`src/rtl/pipeline_hazard_ctrl_pkg.sv`:
```
// -----------------------------------------------------------------------------
// pipeline_hazard_ctrl_pkg
// Shared definitions for the pipeline hazard controller:
//   - hz_state_e             : controller FSM state encoding
//   - DEFAULT_TIMEOUT_CYCLES : default freeze-length limit before a hang is declared
//   - load_use_hazard()      : load-use detection between ID/EX and IF/ID
// -----------------------------------------------------------------------------
package pipeline_hazard_ctrl_pkg;

  typedef enum logic [1:0] {
    ST_RUN    = 2'd0,
    ST_FREEZE = 2'd1,
    ST_HUNG   = 2'd2
  } hz_state_e;

  localparam int unsigned DEFAULT_TIMEOUT_CYCLES = 256;

  // A load in ID/EX whose destination is read by the instruction in IF/ID.
  // x0 is hardwired to zero, so it never creates a dependency.
  function automatic logic load_use_hazard(
    input logic       memread,
    input logic [4:0] rd,
    input logic [4:0] rs1,
    input logic [4:0] rs2
  );
    return memread && (rd != 5'd0) && ((rd == rs1) || (rd == rs2));
  endfunction

endpackage

```
`src/rtl/pipeline_hazard_ctrl_sat_counter32.sv`:
```
// -----------------------------------------------------------------------------
// sat_counter32
// 32-bit event counter that increments on every enabled clock edge and sticks
// at 0xFFFFFFFF instead of wrapping.
// Ports:
//   clk      : clock, rising edge
//   rst_n    : asynchronous active-low reset, clears the count
//   en_i     : count this cycle
//   count_o  : current count
// -----------------------------------------------------------------------------
module sat_counter32 (
  input  logic        clk,
  input  logic        rst_n,
  input  logic        en_i,
  output logic [31:0] count_o
);

  logic [31:0] count_q;
  logic [31:0] count_d;

  always_comb begin
    count_d = count_q;
    if (en_i && (count_q != 32'hFFFF_FFFF)) begin
      count_d = count_q + 32'd1;
    end
  end

  always_ff @(posedge clk or negedge rst_n) begin
    if (!rst_n) begin
      count_q <= 32'd0;
    end else begin
      count_q <= count_d;
    end
  end

  assign count_o = count_q;

endmodule

```
`src/rtl/pipeline_hazard_ctrl.sv`:
```
// -----------------------------------------------------------------------------
// pipeline_hazard_ctrl
// Hazard/stall/flush controller for a 5-stage pipeline. Handles data-memory
// back-pressure (whole-pipe freeze), taken branches (IF/ID + ID/EX flush) and
// load-use hazards (one-cycle stall with bubble). A freeze that lasts
// TIMEOUT_CYCLES cycles is declared hung and only reset recovers it.
//
// Ports:
//   clk            : pipeline clock, rising edge
//   reset          : asynchronous active-low reset
//   IDEX_MemRead   : ID/EX instruction is a load
//   IDEX_rd        : ID/EX destination register
//   IFID_rs1/rs2   : IF/ID source registers
//   branch_taken   : EX-stage branch/jump resolved taken
//   dmem_busy      : data memory cannot complete this cycle
//   PCWrite        : PC load enable
//   IFID_stall     : hold IF/ID
//   IFID_flush     : flush IF/ID
//   IDEX_flush     : bubble into ID/EX
//   pipe_freeze    : hold ID/EX, EX/MEM, MEM/WB
//   stall_cycles   : saturating count of cycles with PCWrite=0
//   flush_events   : saturating count of cycles with IFID_flush=1
//   timeout_err    : sticky freeze-timeout flag
//   dbg_state_o    : current FSM state (hz_state_e encoding)
//
// Handshake/timing: every control output is combinational from the registered
// state and the current-cycle inputs; counters and state update on the rising
// edge that ends the cycle the outputs describe.
// -----------------------------------------------------------------------------
module pipeline_hazard_ctrl
  import pipeline_hazard_ctrl_pkg::*;
#(
  parameter int unsigned TIMEOUT_CYCLES = DEFAULT_TIMEOUT_CYCLES
) (
  input  logic        clk,
  input  logic        reset,
  input  logic        IDEX_MemRead,
  input  logic [4:0]  IDEX_rd,
  input  logic [4:0]  IFID_rs1,
  input  logic [4:0]  IFID_rs2,
  input  logic        branch_taken,
  input  logic        dmem_busy,
  output logic        PCWrite,
  output logic        IFID_stall,
  output logic        IFID_flush,
  output logic        IDEX_flush,
  output logic        pipe_freeze,
  output logic [31:0] stall_cycles,
  output logic [31:0] flush_events,
  output logic        timeout_err,
  output logic [1:0]  dbg_state_o
);

  // Freeze counter must hold TIMEOUT_CYCLES itself; never narrower than 8 bits.
  localparam int CW_RAW = $clog2(TIMEOUT_CYCLES + 1);
  localparam int CW     = (CW_RAW < 8) ? 8 : CW_RAW;

  localparam logic [CW:0] TMO_LIMIT = (CW + 1)'(TIMEOUT_CYCLES);
  // With a limit of 0 or 1 the very first busy cycle already exhausts it.
  localparam bit FIRST_CYCLE_TIMES_OUT = (TIMEOUT_CYCLES <= 1);

  hz_state_e      state_q;
  logic [CW-1:0]  frz_cnt_q;
  logic           timeout_q;

  logic           load_use;
  logic           hold_frozen;
  logic [CW:0]    frz_inc;

  assign load_use = load_use_hazard(IDEX_MemRead, IDEX_rd, IFID_rs1, IFID_rs2);

  // HUNG always freezes; FREEZE freezes only while memory is still busy. When
  // FREEZE sees busy drop, this cycle is evaluated with RUN rules below.
  assign hold_frozen = (state_q == ST_HUNG) ||
                       ((state_q == ST_FREEZE) && dmem_busy);

  assign frz_inc = {1'b0, frz_cnt_q} + {{CW{1'b0}}, 1'b1};

  // ---------------------------------------------------------------------------
  // Control outputs
  // ---------------------------------------------------------------------------
  always_comb begin
    PCWrite     = 1'b1;
    IFID_stall  = 1'b0;
    IFID_flush  = 1'b0;
    IDEX_flush  = 1'b0;
    pipe_freeze = 1'b0;
    if (hold_frozen || dmem_busy) begin
      // Memory back-pressure beats everything, including a taken branch.
      PCWrite     = 1'b0;
      IFID_stall  = 1'b1;
      pipe_freeze = 1'b1;
    end else if (branch_taken) begin
      // The flush removes the dependent instruction, so any load-use is moot.
      IFID_flush  = 1'b1;
      IDEX_flush  = 1'b1;
    end else if (load_use) begin
      PCWrite     = 1'b0;
      IFID_stall  = 1'b1;
      IDEX_flush  = 1'b1;
    end
  end

  // ---------------------------------------------------------------------------
  // FSM: state, freeze-length counter and sticky timeout flag
  // ---------------------------------------------------------------------------
  always_ff @(posedge clk or negedge reset) begin
    if (!reset) begin
      state_q   <= ST_RUN;
      frz_cnt_q <= '0;
      timeout_q <= 1'b0;
    end else begin
      case (state_q)
        ST_RUN: begin
          if (dmem_busy) begin
            frz_cnt_q <= CW'(1);
            if (FIRST_CYCLE_TIMES_OUT) begin
              state_q   <= ST_HUNG;
              timeout_q <= 1'b1;
            end else begin
              state_q   <= ST_FREEZE;
            end
          end
        end
        ST_FREEZE: begin
          if (dmem_busy) begin
            // Counter stays below the limit while in FREEZE, so frz_inc fits.
            frz_cnt_q <= frz_inc[CW-1:0];
            if (frz_inc >= TMO_LIMIT) begin
              state_q   <= ST_HUNG;
              timeout_q <= 1'b1;
            end
          end else begin
            state_q   <= ST_RUN;
            frz_cnt_q <= '0;
          end
        end
        ST_HUNG: begin
          // Only reset leaves HUNG.
          timeout_q <= 1'b1;
        end
        default: begin
          state_q   <= ST_RUN;
          frz_cnt_q <= '0;
        end
      endcase
    end
  end

  assign timeout_err = timeout_q;
  assign dbg_state_o = state_q;

  // ---------------------------------------------------------------------------
  // Event counters
  // ---------------------------------------------------------------------------
  sat_counter32 u_stall_cnt (
    .clk     (clk),
    .rst_n   (reset),
    .en_i    (~PCWrite),
    .count_o (stall_cycles)
  );

  sat_counter32 u_flush_cnt (
    .clk     (clk),
    .rst_n   (reset),
    .en_i    (IFID_flush),
    .count_o (flush_events)
  );

endmodule

```
`config.mk`:
```
export PLATFORM = sky130hd
export DESIGN_NAME = pipeline_hazard_ctrl
export DESIGN_NICKNAME = d
export VERILOG_FILES = /design/src/rtl/pipeline_hazard_ctrl_pkg.sv /design/src/rtl/pipeline_hazard_ctrl_sat_counter32.sv /design/src/rtl/pipeline_hazard_ctrl.sv
export SDC_FILE = /design/constraint.sdc
export NUM_CORES = 1
export LEC_CHECK = 0
export CAP_MARGIN = 20
export CORE_MARGIN = 5
export CORE_UTILIZATION = 29
export DETAILED_ROUTE_END_ITERATION = 8
export SYNTH_ARGS = -nofsm -noshare
export SYNTH_HDL_FRONTEND = slang
export SYNTH_SLANG_ARGS = --single-unit
```
`constraint.sdc`:
```
create_clock -name clk -period 2.6 [get_ports clk]
set_clock_uncertainty 0.15 [all_clocks]
set_input_delay 0.65 -clock clk [delete_from_list [all_inputs] [get_ports clk]]
set_output_delay 0.65 -clock clk [all_outputs]
set_load 0.03 [all_outputs]
```
# Yosys cells after proc, flatten, opt, wreduce, memory -nomap -nowiden
# Cells that the tools add are included.
[op_classes]
n_addsub = 3
magnitude_cmp = 1
eq_ne = 10
muxes = 21
n_bitwise = 2
n_reduce_logical = 14
[op_table]
columns = ["op", "n"]
rows = [
  ["$add 32x1->32 const B", 2],
  ["$ne 32x32->1 const B", 2],
  ["$pmux 9 s3", 1],
  ["$mux 9", 2],
  ["$mux 1", 13],
  ["$add 9x1->10 const B", 1],
  ["$eq 5x5->1", 2],
  ["$ge 10x9->1 const B", 1],
  ["$mux 2", 3],
  ["$pmux 2 s3", 1],
  ["$reduce_and 3->1", 2],
  ["$logic_and 1x1->1", 5],
  ["$reduce_bool 5->1", 1],
  ["$ne 2x2->1 const B", 2],
  ["$logic_or 1x1->1", 3],
  ["$ne 3x2->1 const B", 1],
  ["$eq 2x1->1 const B", 1],
  ["$eq 2x2->1 const B", 1],
  ["$logic_not 2->1", 1],
  ["$ne 2x1->1 const B", 1],
  ["$not 1->1", 2],
  ["$pmux 1 s2", 1],
  ["$reduce_and 2->1", 1],
  ["$reduce_bool 2->1", 1],
]
[word_totals]
regBits = 76
output_inout_bits = 72
elab_cells = 56

# Depth between registers and ports, before layout
# Gate-level depths: netlist of the first run.
[depth]
ltp_word = 8
mapped_depth = 8
mapped_depth_nobuf = 7

# Hierarchy
# A second synthesis of the first run with hierarchy kept.
[hier_totals]
cells_unflattened = 390
hier_area_um2 = 4067.7
[by_module_without_submodules]
columns = ["module", "n_inst", "cells_each", "area_each_um2", "seq_area_each_um2"]
rows = [
  ["sat_counter32", 2, 151, 1624.1, 800.8],
  ["pipeline_hazard_ctrl", 1, 88, 819.5, 300.3],
]

# Worst setup path before layout of the first run
# Ideal clock, no wire load.
[synth_path]
path_kind = "input to output"
startpoint = "input port IDEX_rd[1]"
endpoint = "output port IFID_stall"
t_arrival_ns = 2.003
required_ns = 1.800
setup_slack_ns = -0.203
path_stages = 4
n_path_buf = 0
path_cell_list = "or4_1 o211ai_2 o21a_1 inv_1"
[synth_between]
elab_chain_len = 6
[synth_lines]
columns = ["item", "line", "rtl"]
rows = [
  ["start: declaration", "pipeline_hazard_ctrl.sv:38", "input logic [4:0] IDEX_rd,"],
  ["$eq 5x5->1 or $reduce_bool 5->1 (tied branches)", "pipeline_hazard_ctrl_pkg.sv:26", "return memread && (rd != 5'd0) && ((rd == rs1) || (rd == rs2));"],
  ["$logic_or 1x1->1 or $logic_and 1x1->1 (tied branches)", "pipeline_hazard_ctrl_pkg.sv:26", ""],
  ["$logic_and 1x1->1 (*)", "pipeline_hazard_ctrl_pkg.sv:26", ""],
  ["$mux 1 (*)", "pipeline_hazard_ctrl.sv:97", "end else if (load_use) begin"],
  ["$mux 1 (*)", "pipeline_hazard_ctrl.sv:93", "end else if (branch_taken) begin"],
  ["$mux 1 (*)", "pipeline_hazard_ctrl.sv:88", "if (hold_frozen || dmem_busy) begin"],
  ["end: declaration", "pipeline_hazard_ctrl.sv:44", "output logic IFID_stall,"],
]
# Every way passes the cells marked *; elsewhere a longest branch is shown, timed or not.

# Final worst setup path of the first run
[layout_path]
startpoint = "input port IDEX_rd[4]"
endpoint = "output port PCWrite"
[layout_between]
elab_chain_len = 6
[layout_lines]
columns = ["item", "line", "rtl"]
rows = [
  ["$eq 5x5->1 or $reduce_bool 5->1 (tied branches)", "pipeline_hazard_ctrl_pkg.sv:26", ""],
  ["$logic_or 1x1->1 or $logic_and 1x1->1 (tied branches)", "pipeline_hazard_ctrl_pkg.sv:26", ""],
  ["$logic_and 1x1->1 (*)", "pipeline_hazard_ctrl_pkg.sv:26", ""],
  ["$mux 1 (*)", "pipeline_hazard_ctrl.sv:97", ""],
  ["$mux 1 (*)", "pipeline_hazard_ctrl.sv:93", ""],
  ["$mux 1 (*)", "pipeline_hazard_ctrl.sv:88", ""],
  ["end: declaration", "pipeline_hazard_ctrl.sv:43", "output logic PCWrite,"],
]
# Marks and branches as above.

==> summary by stage, run 1 <==
Outcome
The flow ran to the end, but the final reports show violations. The final reports fail on setup timing.

Clocking
The maximum number of buffers from clock root to sink is 2. Counting the buffers created by CTS gives 9. For this design, the sink count on the clock tree is 76. The H-tree was split into 3 levels. The clock-pin slew on the worst setup and hold paths is 0.06 ns.

CTS placed an instance of clkbuf_16 at the clock tree root. TritonCTS built the clock tree. The hold buffer count at cts is 0. The clock latency reported for the late side of the worst-skew pair is 0.33 ns.

STA
The final hold violation count was 0. The fmax is 378 MHz. The final-layout setup total negative slack is -0.0550 ns. The setup violation total in the final timing report is 3. The max-slew violation total from the final report is 0. Setup repair after global routing could not meet its margin everywhere. The final worst setup slack is -0.0420 ns. After layout, the worst path uses 102% of the clock period. At the pin with the least slew margin, the transition time is 0.631 ns. The final critical delay including setup and external delays is 2.64 ns.

The worst pin sits at a relative slew slack of 57.5%.

Final layout
For this run, the share of the core covered by cells in the final layout is 43.2%. In the final layout, flip-flops and latches occupy 1900 µm². In the final layout, the multi-input gates occupy 1830 µm².

The fraction of final layout cells with drive strength greater than 1 is 16.4%. In the layout the commonest cells are dfrtp_1, clkdlybuf4s50_1, xnor2_1, buf_4, nand3_1. The layout overhead on the synthesized area is 45.4%. The number of nets in the layout is 515.

The final antenna diode count is 0. The library cell used most frequently in the layout, excluding fill and tap cells, is dfrtp_1. The total of fill cells in the finished design is 1,217.

GRT
Entering global routing, the biggest net connects 43 pins. In the global route stage, overall resource usage came out at 13.7%. The via count of the first global-routing pass came to 3,325. The wire length of the first global-routing pass is 16.6 mm. The total overflow left after global routing is 0.

The initial antenna violation count is 0.

Power and ir drop
Summed over all cells, the static leakage comes to 2.34 nW. Across the VDD grid, the largest voltage drop is 352 µV. For this design the ratio of total power to cell area is 618 nW/µm².

Synth
The count of different cell masters after synthesis is 42. The number of enable-type register cells in the synthesized netlist is 0. In the synthesized netlist the async set-or-reset flop fraction comes to 100%. The post-synthesis area per instance is 10.5 µm².

After synthesis, the cell types taking the most area are dfrtp_1, xnor2_1, nand3_1. Of all cell types, the one taking the most synthesized area is dfrtp_1. The synthesized netlist occupies a cell area of 3750 µm². The number of nets handed over by synthesis was 381.

The count of yosys warnings during synthesis is 0. For this run, the register share of the synthesized area comes to 50.8%. After technology mapping, the gate count stands at 358.

Counting flops and latches in the post-synthesis netlist gives 76. The area share of the largest cell type after synthesis is 50.8%. The flip-flop cell with the highest count after synthesis is dfrtp_1.

Worst setup path
The number of cells on the worst reg-to-reg path is 7. The timing endpoint of the critical path is PCWrite. STA classifies the critical path startpoint as an input pin. The worst setup path is of the input pin to output pin kind. The source of the critical timing path is IDEX_rd[4]. For the worst setup path, the data arrival time is 1.84 ns. The endpoint identified for the worst register-to-register timing path is u_stall_cnt.count_o[8]. Of all nets on the critical path, the largest fanout is 3. The worst register-to-register path begins at u_stall_cnt.count_o[16].

The required time of the critical path is 1.80 ns. The worst setup path is captured at an output pin. The slack of the worst reg-to-reg path is 0.28 ns.

Floorplanning
The x dimension of the die is 124 µm. For this design the top-level I/O count stands at 92. The initialized floorplan defines 41 standard-cell rows.

The vertical extent of the die is 124 µm. The placeable core region is 12,600 µm². The initial utilization of the core area, before any placement, comes to 29.7%. The area enclosed by the die boundary is 15,300 µm².

Routing
The detailed-router iteration count before antenna repair is 5. The number of vias per cell is 4.76. The via total after detailed routing is 3,177. The post-detailed-routing wire length is 9.98 mm. Dividing the detail-routed wire length by the instance count gives 15.0 µm. The remaining antenna violation count after routing is 0. The final routed DRC violation total is 0. The violation count after the first detailed-routing iteration is 161.

Place
At the end of routability-driven placement, the weighted congestion stood at 0.822. Once detailed placement completed, the half-perimeter wirelength came to 6.97 mm. The count of buffers added on input and output ports is 91.

Job
The tool flagged a number of max-cap violations equal to 0.

Hold path
The worst hold-check path type is input pin to asynchronous set/reset pin.
synth_stat cells (6+ instances only):
library cell	n
and3_1	16
nor3_1	6
xnor2_1	60
nand4_1	22
xor2_1	18
o22ai_1	8
nand3_1	38
dfrtp_1	76
nand2_1	33
nor2_1	16
and2_1	8
inv_1	8
stage by stage:
stage                     instances  setup WS, ns  hold slack (ns)  area [µm²]  total power, W
after floorplan                 358        0.0418            0.204        3750         0.00185
after global placement          634        -0.832            0.302        5020         0.00221
after detailed placement        634        -0.876            0.308        5020         0.00223
after CTS                       667       -0.0740            0.123        5430         0.00340
after global routing            667       -0.0606            0.144        5450         0.00353
final                           667       -0.0420            0.117        5450         0.00337
registers in the layout (all words and copies together) (netlist names):
signal and cells:
dbg_state_o 2, u_flush_cnt.count_o 32, u_stall_cnt.count_o 32, frz_cnt_q 9, timeout_err 1
where the power goes:
part / switching, W / leakage (nW) / internal (W)
clock: 0.000466 / 0.131 / 0.000656
combinational: 0.000446 / 1.19 / 0.000365
sequential: 0.000143 / 1.02 / 0.00129
total: 0.00105 / 2.34 / 0.00231
how the worst min path moves through the flow:
stage | from | end | slack, ns | cells after the start
2_1_floorplan | reset | dbg_state_o[0] | 0.20 | 0
3_3_place_gp | timeout_err | timeout_err | 0.30 | 1
3_5_place_dp | timeout_err | timeout_err | 0.31 | 1
4_1_cts | reset | u_flush_cnt.count_o[13] | 0.12 | 1
5_1_grt | reset | u_flush_cnt.count_o[14] | 0.14 | 1
6_report | reset | u_flush_cnt.count_o[14] | 0.12 | 1
final cells by class:
type	instances	area share, %
flip-flops and latches	76	34.9
multi-input cells	266	33.5
well taps	172	3.95
clock inverters	3	0.276
inverters	8	0.551
repair buffers	131	22.3
clock buffers	11	4.46
metal layers:
| metal | part of all wire [%] | routed length, µm | track usage, % | up-vias |
|---|---|---|---|---|
| li1 | - | - | - | 1521 |
| met1 | 43 | 4330 | 17.3 | 1569 |
| met2 | 50 | 4940 | 22.0 | 70 |
| met3 | 5.4 | 537 | 4.54 | 17 |
| met4 | 1.7 | 168 | 4.84 | 0 |
| met5 | 0 | 0 | 0 | - |
cell families after synthesis:
logic type / share of synthesized area [%]
DFF: 50.8
buffers and inverters: 1.74
adders and majority gates: 1.00
xor gates and xnor gates: 18.2
and+or+nand+nor: 23.2
AOI/OAI and AO/OA: 4.51
muxes: 0.568
worst max-delay path, stage by stage:
cell	delay, ns
buf_8	0.10
or4_4	0.54
o211ai_2	0.19
o21a_4	0.15
buf_6	0.09
buf_6	0.12
what timing repair did:
| action | in CTS | in global routing |
|---|---|---|
| endpoints found under the setup margin | 21 | 19 |
| pin swaps | 13 | 16 |
| setup buffers | 19 | 0 |
| resized for setup | 58 | 16 |
No activity file was read; power rests on OpenSTA's default activity.
==> inputs of run 2 (changes only) <==
- CORE_MARGIN: 5 -> unset
==> summary by stage, run 2 (synthesis gave the netlist of run 1 again) <==
Worst setup path
The largest fanout of any net on the critical path was 2 (was 3). The reg-to-reg critical path startpoint is u_flush_cnt.count_o[0] (was u_stall_cnt.count_o[16]). The timing endpoint of the critical path is PCWrite (unchanged).

The type of element capturing the critical path is an output pin (unchanged). The source of the critical timing path is IDEX_rd[4] (unchanged). The end of the worst register-to-register path is u_flush_cnt.count_o[25] (was u_stall_cnt.count_o[8]). The most repeated library cell on the critical path is buf_6 (unchanged).

The kind of critical path is input pin to output pin (unchanged). The data arrival time of the critical path is 1.83 ns (was 1.84 ns). The element type at the critical path start was an input pin (unchanged). The library cell contributing the largest single delay on the critical path is or4_4 (unchanged).

The required time of the critical path was 1.80 ns (about the same). The maximum cell stage delay along the critical path is 0.55 ns (was 0.54 ns). The slack of the worst reg-to-reg path came to 0.38 ns (was 0.28 ns). The number of cells on the worst reg-to-reg path is 8 (was 7). Ordered list of cells on the worst path: buf_8, or4_4, o211ai_2, o21a_4, buf_6, buf_6 (unchanged).

STA
The final-layout setup total negative slack is -0.0619 ns (was -0.0550 ns). The final critical delay including setup and external delays is 2.63 ns (was 2.64 ns). The final hold violation count is 0 (unchanged).

The max-slew violation total from the final report is 0 (unchanged). Unrepaired setup endpoints after global routing: yes (unchanged). The worst-case hold slack is 0.146 ns (was 0.117 ns).

The actual slew at the worst max-slew pin is 0.525 ns (was 0.631 ns). The relative max-transition margin came to 65.0% (was 57.5%). The final worst setup slack is -0.0342 ns (was -0.0420 ns). The final worst-path cycle share is 101% (was 102%). The fmax is 380 MHz (was 378 MHz). The setup violation total in the final timing report came to 2 (was 3).

Final layout
The final design instance area without fill is 5460 µm² (was 5450 µm²). The count of placed standard cells in the final layout, fillers left out came to 661 (was 667). The fraction of final layout cells with drive strength greater than 1 is 16.0% (was 16.4%). The most frequent standard cell in the layout excluding fill and tap cells was dfrtp_1 (unchanged). The total of fill cells in the finished design is 1,236 (was 1,217). The final antenna diode count is 0 (unchanged). The number of nets in the layout is 508 (was 515). The layout overhead on the synthesized area is 45.6% (was 45.4%). Most frequent cells in the layout: dfrtp_1, clkdlybuf4s50_1, xnor2_1, nand3_1, nand2_1 (was dfrtp_1, clkdlybuf4s50_1, xnor2_1, buf_4, nand3_1).

Outcome
Violated checks: setup timing (unchanged). Status: finished, violations left (unchanged).

Power and ir drop
The static power due to leakage is 2.33 nW (was 2.34 nW). The total power divided by cell area is 638 nW/µm² (was 618 nW/µm²). The maximum VDD drop is 426 µV (was 352 µV).

Routing
The remaining antenna violation count after routing was 0 (unchanged). The post-detailed-routing wire length is 9.12 mm (was 9.98 mm). The number of vias per cell is 4.69 (was 4.76).

The wire length per cell after detailed routing was 13.8 µm (was 15.0 µm). The detailed-router iteration count before antenna repair came to 4 (was 5). The via total after detailed routing came to 3,100 (was 3,177).

The final routed DRC violation total came to 0 (unchanged). The violation count after the first detailed-routing iteration is 109 (was 161).

Floorplanning
The x dimension of the die is 116 µm (was 124 µm). The area enclosed by the die boundary came to 13,400 µm² (was 15,300 µm²). The number of ports placed on the die boundary is 92 (unchanged). The effective utilization at floorplan is 29.7% (unchanged). The placeable core region was 12,600 µm² (unchanged). The vertical extent of the die is 116 µm (was 124 µm). The count of standard-cell rows is 41 (unchanged).

GRT
The remaining global-route overflow is 0 (unchanged). The initial antenna violation count was 0 (unchanged). The via count of the first global-routing pass is 3,101 (was 3,325). The global-route usage over all layers is 14.6% (was 13.7%). The wire length of the first global-routing pass was 15.2 mm (was 16.6 mm). The maximum number of pins on one net before global-route repair is 40 (was 43).

Place
The routability congestion estimate is 0.806 (was 0.822). The cell total after placement is 635 (was 634). The instance area after placement came to 5020 µm² (about the same). The post-detailed-placement half-perimeter wirelength is 6.45 mm (was 6.97 mm). The number of port buffers was 91 (unchanged).

Clocking
The clock sink total is 76 (unchanged). The number of clock buffers inserted by TritonCTS is 9 (unchanged). The clock latency reported for the late side of the worst-skew pair is 0.33 ns (about the same). The cell at the root of the clock tree is clkbuf_16 (unchanged). The CTS tree is built (unchanged). The H-tree depth was 3 (unchanged). The maximum number of buffers from clock root to sink is 2 (unchanged). The clock-pin slew on the worst setup and hold paths is 0.06 ns (about the same).

Job
The number of violations of the max-capacitance limit is 0 (unchanged).

Hold path
The worst hold-check path type was input pin to asynchronous set/reset pin (unchanged).
==> run 2: layout make-up <==
| cell class | count | area (µm²) | share of cell area, % |
|---|---|---|---|
| multi-input combinational | 266 | 1840 | 33.7 |
| sequential | 76 | 1900 | 34.9 |
| tap | 172 | 215 | 3.94 |
| clock inverter | 3 | 46.3 | 0.849 |
| clock buffer | 12 | 256 | 4.70 |
| timing repair buffer | 124 | 1160 | 21.4 |
| inverter | 8 | 30.0 | 0.550 |
==> run 2: power breakdown <==
group / leakage [nW] / total (W) / internal, W / switching (W)
combinational: 1.17 / 0.000785 / 0.000353 / 0.000432
sequential: 1.02 / 0.00144 / 0.00129 / 0.000146
clock: 0.145 / 0.00126 / 0.000792 / 0.000469
total: 2.33 / 0.00348 / 0.00243 / 0.00105
==> run 2: critical path, delay by kind of cell <==
family,cells,cell delay (ns)
and+or+nand+nor,1,0.55
AOI/OAI and AO/OA,2,0.34
buffers and inverters,3,0.31
==> run 2: worst min path at each step <==
stage	from	endpoint	slack, ns	cells past startpoint
global placement	timeout_err	timeout_err	0.30	1
floorplan	reset	dbg_state_o[0]	0.20	0
finish	reset	u_flush_cnt.count_o[9]	0.15	1
detailed placement	timeout_err	timeout_err	0.31	1
CTS	reset	u_flush_cnt.count_o[9]	0.16	1
global route	reset	u_flush_cnt.count_o[11]	0.18	1
==> run 2: timing repair <==
| action | CTS | global route |
|---|---|---|
| resized for setup | 49 | 24 |
| endpoints found under the setup margin | 20 | 5 |
| buffers inserted | 11 | 0 |
| hold buffers | 0 | 0 |
| endpoints found under the hold margin | 0 | 0 |
| pin swaps | 16 | 19 |
==> run 2: metrics by stage <==
step / setup WS [ns] / util, % / total power, W
CTS: -0.0560 / 42.9 / 0.00351
finish: -0.0342 / 43.2 / 0.00348
global placement: -0.846 / 39.8 / 0.00220
global route: -0.106 / 43.2 / 0.00365
floorplan: 0.0418 / - / 0.00185
detailed placement: -0.873 / 39.8 / 0.00221
==> run 2: layer usage <==
metal  vias up  track usage, %  share of wire (%)
met2        73            22.8                 49
met3         8            3.45                3.9
met5         -               0                  0
met1      1513            19.8                 46
met4         0            4.79                1.0
li1       1506               -                  -
